<file path="config.mk">
export PLATFORM = sky130hd
export DESIGN_NAME = arb_bus
export DESIGN_NICKNAME = d
export VERILOG_FILES = /design/src/rtl/bus_pkg.sv /design/src/rtl/rr_pick.sv /design/src/rtl/arb_bus.sv
export SDC_FILE = /design/constraint.sdc
export NUM_CORES = 1
export LEC_CHECK = 0
export CAP_MARGIN = 25
export CORE_MARGIN = 8
export CORE_UTILIZATION = 35
export CTS_CLUSTER_SIZE = 8
export DETAILED_ROUTE_END_ITERATION = 8
export PLACE_DENSITY = 0.8
export SYNTH_ARGS = -nofsm -noshare
export SYNTH_HDL_FRONTEND = slang
export SYNTH_SLANG_ARGS = --single-unit
</file>
<file path="constraint.sdc">
create_clock -name clk -period 4.2 [get_ports clk]
set_input_delay 0.63 -clock clk [delete_from_list [all_inputs] [get_ports clk]]
set_output_delay 0.63 -clock clk [all_outputs]
set_load 0.01 [all_outputs]
</file>
<file path="src/rtl/bus_pkg.sv">
// Shared types and default sizing for the arbitrated source bus.
package bus_pkg;
   typedef enum logic {IDLE = 1'b0, DRIVE = 1'b1} bus_state_t;

   localparam int BUS_LENGTH_DEF = 4;
   localparam int BUS_WIDTH_DEF  = 32;
endpackage

</file>
<file path="src/rtl/rr_pick.sv">
// Combinational winner picker: round-robin after ptr, or lowest-index-first.
module rr_pick #(
   parameter int N  = 4,
   parameter int IW = (N > 1) ? $clog2(N) : 1
) (
   input  logic [N-1:0]  eligible,
   input  logic [IW-1:0] ptr,
   input  logic          mode,
   output logic [N-1:0]  onehot,
   output logic [IW-1:0] idx,
   output logic          found
);

   always_comb begin
      int j;
      j      = 0;
      onehot = '0;
      idx    = '0;
      found  = 1'b0;
      // Scan from the far end so the last hit written is the preferred one.
      if (mode) begin
         for (int i = N - 1; i >= 0; i--) begin
            if (eligible[i]) begin
               idx   = IW'(i);
               found = 1'b1;
            end
         end
      end else begin
         for (int k = N; k >= 1; k--) begin
            j = int'(ptr) + k;
            if (j >= N) j = j - N;
            if (eligible[j]) begin
               idx   = IW'(j);
               found = 1'b1;
            end
         end
      end
      if (found) onehot[idx] = 1'b1;
   end

endmodule

</file>
<file path="src/rtl/arb_bus.sv">
// N-source arbitrated bus: registered winner data, one-cycle grant pulse,
// valid/ready hand-off to a single consumer.
module arb_bus
   import bus_pkg::*;
#(
   parameter int Bus_length = BUS_LENGTH_DEF,
   parameter int Bus_width  = BUS_WIDTH_DEF,
   localparam int IW = (Bus_length > 1) ? $clog2(Bus_length) : 1
) (
   input  logic                                      clk,
   input  logic                                      reset,
   input  logic        [Bus_length-1:0]              req,
   input  logic signed [Bus_length-1:0][Bus_width-1:0] data_lines,
   input  logic                                      mode,
   input  logic                                      out_ready,
   output logic        [Bus_length-1:0]              gnt,
   output logic signed [Bus_width-1:0]               bus_out,
   output logic                                      bus_valid,
   output logic        [IW-1:0]                      src_id
);

   bus_state_t            state, state_nxt;
   logic [IW-1:0]         ptr;
   logic [Bus_length-1:0] eligible, win_oh;
   logic [IW-1:0]         win_idx;
   logic                  win_found;
   logic                  capture;

   // The source granted last cycle is still holding req; mask it out.
   assign eligible = req & ~gnt;

   rr_pick #(.N(Bus_length), .IW(IW)) u_pick (
      .eligible (eligible),
      .ptr      (ptr),
      .mode     (mode),
      .onehot   (win_oh),
      .idx      (win_idx),
      .found    (win_found)
   );

   assign capture   = ((state == IDLE) || out_ready) && win_found;
   assign bus_valid = (state == DRIVE);

   always_comb begin
      state_nxt = state;
      case (state)
         IDLE:    if (capture) state_nxt = DRIVE;
         DRIVE:   if (!capture && out_ready) state_nxt = IDLE;
         default: state_nxt = IDLE;
      endcase
   end

   always_ff @(posedge clk) begin
      if (reset) begin
         state   <= IDLE;
         gnt     <= '0;
         bus_out <= '0;
         src_id  <= '0;
         ptr     <= IW'(Bus_length - 1);
      end else begin
         state <= state_nxt;
         gnt   <= capture ? win_oh : '0;
         if (capture) begin
            bus_out <= data_lines[win_idx];
            src_id  <= win_idx;
            ptr     <= win_idx;
         end
      end
   end

endmodule

</file>
Yosys cells after proc, flatten, opt, wreduce, memory -nomap -nowiden
Index checks and enable logic that the tools add are counted.
Cells by class
  multiply operators: 0
  equal/unequal tests: 0
  magnitude comparators: 10
  bitwise operators: 5
  multiplexer cells: 45
  reduce and logical (&&, ||, !) cells: 6
  $add $sub $neg: 8
  divide/modulo/power cells: 0
  shift-type cells: 0
Operators by type and width (count)
  32-bit two-way mux: 9
  32-bit by 4-bit greater-or-equal comparator with 1-bit output, second input constant: 4
  32-bit by 4-bit < comparator with 1-bit output, second input constant: 4
  32-bit by 4-bit subtractor with 32-bit output, second input constant: 4
  32-bit binary-select mux with 2-bit select: 1
  1-bit two-way mux: 20
  2-bit two-way mux: 9
  1-bit binary-select mux with 2-bit select: 4
  2-bit by 2-bit adder with 3-bit output, second input constant: 2
  2-bit by 3-bit adder with 4-bit output, second input constant: 1
  4-bit AND: 1
  4-bit inverter: 1
  2-bit by 1-bit adder with 3-bit output, second input constant: 1
  1-bit logical AND: 3
  2-bit by 3-bit < comparator with 1-bit output, second input constant: 1
  1-bit inverter: 3
  3-bit OR reduction: 1
  1-bit demux with 2-bit select: 1
  2-bit by 1-bit greater-or-equal comparator with 1-bit output, second input constant: 1
  1-bit one-hot mux with 2 select lines: 1
  1-bit logical NOT: 1
  1-bit logical OR: 1
Storage, ports and cells
  ROM bits: 0
  register bits after elaboration: 41
  bits of input ports: 136
  memory bits (writable): 0
  memories kept: 0
  bits in latches: 0

Logic depth before layout (Yosys ltp)
  word-level depth: 17
  mapped depth: 8

Modules after synthesis
A second synthesis with hierarchy kept.
Second synthesis, totals
  cell total of the unflattened synthesis: 167
  area, all modules: 2275.9 um^2
Modules (own cells, without submodules)
  arb_bus: cells each 143, sequential area each 820.8 um^2, area each 2074.5 um^2, instances 1
  rr_pick: cells each 24, sequential area each 0.0 um^2, area each 201.4 um^2, instances 1

Worst setup path before layout
OpenSTA, ideal clock, no wires.
  path kind: input to register
  start point: in req[2]
  end point: reg bus_out[0]
  slack: 2022 ps
  path buffers: 2
  required time: 4114 ps
  library setup time: 86 ps
  arrival: 2092 ps
  stages on the path: 8
  cell sequence: and2b_1 > a21oi_1 > a311oi_4 > a21oi_2 > buf_6 > buf_12 > mux2i_1 > a221oi_2
On the way
  word-level cells in the longest chain between the ends: 11
  elaborated cells between the ends (all ways): 32
  those cells by class: mux (30); bitwise (1); reduce/logical (1)
RTL lines
  from (decl): line arb_bus.sv:12  | input logic [Bus_length-1:0] req,
  4-bit AND *: line arb_bus.sv:30  | assign eligible = req & ~gnt;
  1-bit binary-select mux with 2-bit select: line rr_pick.sv:32  | if (eligible[j]) begin
  1-bit two-way mux (implied by the code) (2 in a row): line rr_pick.sv:32
  2-bit two-way mux (4 in a row): line rr_pick.sv:32
  2-bit two-way mux: line rr_pick.sv:21  | if (mode) begin
  32-bit binary-select mux with 2-bit select: line arb_bus.sv:64  | bus_out <= data_lines[win_idx];
  32-bit two-way mux (implied by the code): line arb_bus.sv:64
  to (signal assigned): line arb_bus.sv:64
  to (decl): line arb_bus.sv:17  | output logic signed [Bus_width-1:0] bus_out,
Every way passes the cells marked *; elsewhere a longest branch is shown, timed or not. The select of a mux whose other input is x is not followed.
A chain may end at the register's enable or synchronous reset.

Worst setup path in the final report
  start point: in req[3]
  end point: reg bus_out[18]
Same word-level chain as after synthesis.

==> impl_metrics.json <==
{
  "power.switching_uw": 543,
  "critPathSlowestCell": "a21oi_4",
  "grt_first_pass_wirelength_mm": 18.9,
  "drtPass1Iterations": 4,
  "critical_path.cell_chain": "clkdlybuf4s50_1, nand2b_1, a21oi_1, a311oi_4, a21oi_4, buf_4, mux2i_1, a221oi_2",
  "postCtsHoldBufs": 0,
  "rows": 33,
  "pin_count": 175,
  "max_stage_delay_ps": 720,
  "start_kind": "input pin",
  "end_kind": "register",
  "place_area_mm2": 0.00477,
  "final.period_utilization_pct": 78.7,
  "p_seq_share_pct": 33.1,
  "synth_top_family_by_area": "compound AO/OA/AOI/OAI gates",
  "ctsResizeCount": 0,
  "place.gp.congestion": 0.765,
  "power_uw": 1480,
  "drive_gt1_share_pct": 14.4,
  "synth_seq_area_share_pct": 27.7,
  "drv_slew": 0,
  "crit_type": "in2reg",
  "tightestPinTransition_ps": 873,
  "p_leak_uw": 0.00172,
  "die_w_um": 108,
  "worstPathRequired_ps": 4390,
  "synth-xor-area-share_pct": 0,
  "p_comb_share_pct": 49.1,
  "grtUsageMet3_pct": 6.37,
  "cts_tree": "done",
  "status": "completed",
  "use_met2_pct": 34.4,
  "initial_core_util_pct": 36.1,
  "timing.final.hold_violations": 0,
  "drtIter0Drc": 141,
  "dr_total_vias": 3271,
  "grt_pass1_vias": 3626,
  "cp.arrival_ps": 3500,
  "syn_inst": 284,
  "die-area_mm2": 0.0117,
  "area_delta_synth_final_pct": 63.6,
  "port_buffers": 174,
  "via_per_inst": 5.96,
  "avgSynthCellArea_um2": 10.4,
  "power_frac_clock_pct": 17.8,
  "use_met1_pct": 22.8,
  "cts.htree.levels": 2,
  "core_mm2": 0.00822,
  "synth_compound_area_share_pct": 48.4,
  "synth_seq_cells": 41,
  "hold_slack_ps": 488,
  "wire_per_inst_um": 22.1,
  "synth_top_area_share_pct": 27.7,
  "busiest_layer": "met2",
  "critPathMaxFanout": 19,
  "p_per_area_mw_per_mm2": 305,
  "setup_tns_ps": 0,
  "synth.largest_area_cell": "dfxtp_1",
  "dp_hpwl_mm": 9.00,
  "yosysUniqueCellTypes": 36,
  "setup_viol": 0,
  "syn_nets": 420,
  "ant_nets": 0,
  "totalWireLength_mm": 12.1,
  "clock-sinks": 41,
  "path_buf_inv": 2,
  "fin_skew_ps": 3.44,
  "n_fill_cell": 710,
  "die_y_um": 108,
  "route.detailed.drc": 0,
  "layout.nets": 579,
  "ys_top_cells_by_area": "dfxtp_1 (28%), a221oi_2 (14%), mux2i_1 (11%)",
  "p_int_uw": 936,
  "numCtsBuffers": 5,
  "cts_max_path_buffers": 2,
  "ys_warn_count": 0,
  "antenna_cells": 0,
  "clk-insertion-delay-late_ps": 290,
  "netlist_area_mm2": 0.00297,
  "dp.cells": 541,
  "synth_mux_area_share_pct": 10.8,
  "swShare_pct": 36.7,
  "holdCritPathClass": "reg2reg",
  "crit_family": "compound AO/OA/AOI/OAI gates",
  "max-cap-violations": 0,
  "rsz0062_at_grt": "false",
  "track_usage_pct": 20.0,
  "slew_headroom_pct": 41.8,
  "synthSimpleGateAreaFrac_pct": 6.58,
  "instances_no_fill": 549,
  "grt_start_max_net_pins": 37,
  "root_buffer": "clkbuf_8",
  "clk_transition_reported_paths_ps": 90,
  "grt_overflow": 0,
  "synthAdderAreaFrac_pct": 0,
  "cts_setup_buffers": 0,
  "fin_crit_ps": 3310,
  "peakVddDrop_uv": 169,
  "fmax_mhz": 302,
  "finalInstanceArea_mm2": 0.00485,
  "antenna_found_initial": 0
}
-- stage by stage --
stage | setup WS, ps | utilization, %
after global placement | 777 | 58.1
final | 893 | 59.1
after detailed placement | 605 | 58.1
after floorplan | 2020 | -
after global routing | 766 | 59.1
after CTS | 925 | 59.1
-- layout by cell type, fill, tap and decap left out, drive strengths merged, types with 2 or more instances in the layout --
master / count
and3: 4
nor2: 4
nor2b: 5
clkbuf: 6
mux2i: 32
o21ai: 5
clkdlybuf4s50: 174
o221ai: 32
dfxtp: 41
a21oi: 9
nand2: 8
buf: 9
nor3b: 2
a211oi: 32
nand2b: 5
clkinv: 3
a221oi: 33
o21bai: 32
-- cell type report --
type | count | area, um^2 | area share (%)
Clock buffer | 6 | 72.6 | 1.50
Clock inverter | 2 | 10.0 | 0.206
Inverter | 1 | 3.75 | 0.0773
Multi-Input combinational cell | 211 | 1990 | 41.1
Sequential cell | 41 | 821 | 16.9
Tap cell | 105 | 131 | 2.71
Timing Repair Buffer | 183 | 1820 | 37.5
-- metal layers --
metal  part of all wire [%]  wire [um]
met3                    8.0        966
met4                    2.0        237
met5                      0          0
met1                     40       4890
met2                     50       6010
-- Yosys cell counts --
cell type  instances
o221ai_1          22
o21ai_1            2
o21bai_1          32
nor2b_4            1
nor2_1             4
buf_8              1
clkinv_1           1
nand2_2            1
buf_6              1
mux2i_1           32
a221oi_1           5
nor3_1             1
nand3b_1           1
buf_2             15
and2b_1            1
a21oi_2            2
o21ai_0            3
a2111oi_4          1
dfxtp_1           41
nor2b_1            4
a211oi_1          32
and3_1             4
nor3b_1            1
o221ai_2          10
a21oi_1            7
a21boi_2           1
buf_4              1
a221oi_2          28
buf_12             2
or2_1              1
nand2_1            7
a311oi_4           1
nand2b_1           5
nor3b_4            1
a31oi_1            1
clkbuf_1          11
-- worst min-delay path, delay by kind of cell, from the launching register on --
family,cells,cell delay (ps)
and+or+nand+nor,1,60
AOI/OAI and AO/OA,1,50
DFF,1,340
-- path summary, 6_finish.rpt --
path                     startpoint  slack (ps)                       end  cells past startpoint
max                          req[3]         890  bus_out[18]$_SDFFE_PP0P_                      8
min          src_id[0]$_SDFFE_PP0P_         490    src_id[0]$_SDFFE_PP0P_                      2
max reg2reg       gnt[3]$_SDFF_PP0_        1280  bus_out[18]$_SDFFE_PP0P_                      7
min reg2reg  src_id[0]$_SDFFE_PP0P_         490    src_id[0]$_SDFFE_PP0P_                      2
-- power groups by stage --
| stage | Sequential (uW) | Clock (uW) | Combinational [uW] |
|---|---|---|---|
| after detailed placement | 496 | 0 | 725 |
| final | 490 | 264 | 726 |
| after global placement | 495 | 0 | 710 |
| after CTS | 489 | 270 | 728 |
| after global routing | 495 | 290 | 773 |
| after floorplan | 514 | 0 | 379 |
-- sequential cells by signal, indices dropped and copies added, names as in the netlist --
| register | count |
|---|---|
| bus_valid | 1 |
| bus_out | 32 |
| gnt | 4 |
| ptr | 2 |
| src_id | 2 |
-- cells by family (layout without fill, tap and decap cells) --
family,count (synthesis),after routing
buffers and inverters,32,192
DFF,41,41
muxes,32,32
AOI/OAI and AO/OA,147,147
and+or+nand+nor,32,32
Note: power is estimated with default switching activity, not from simulation.
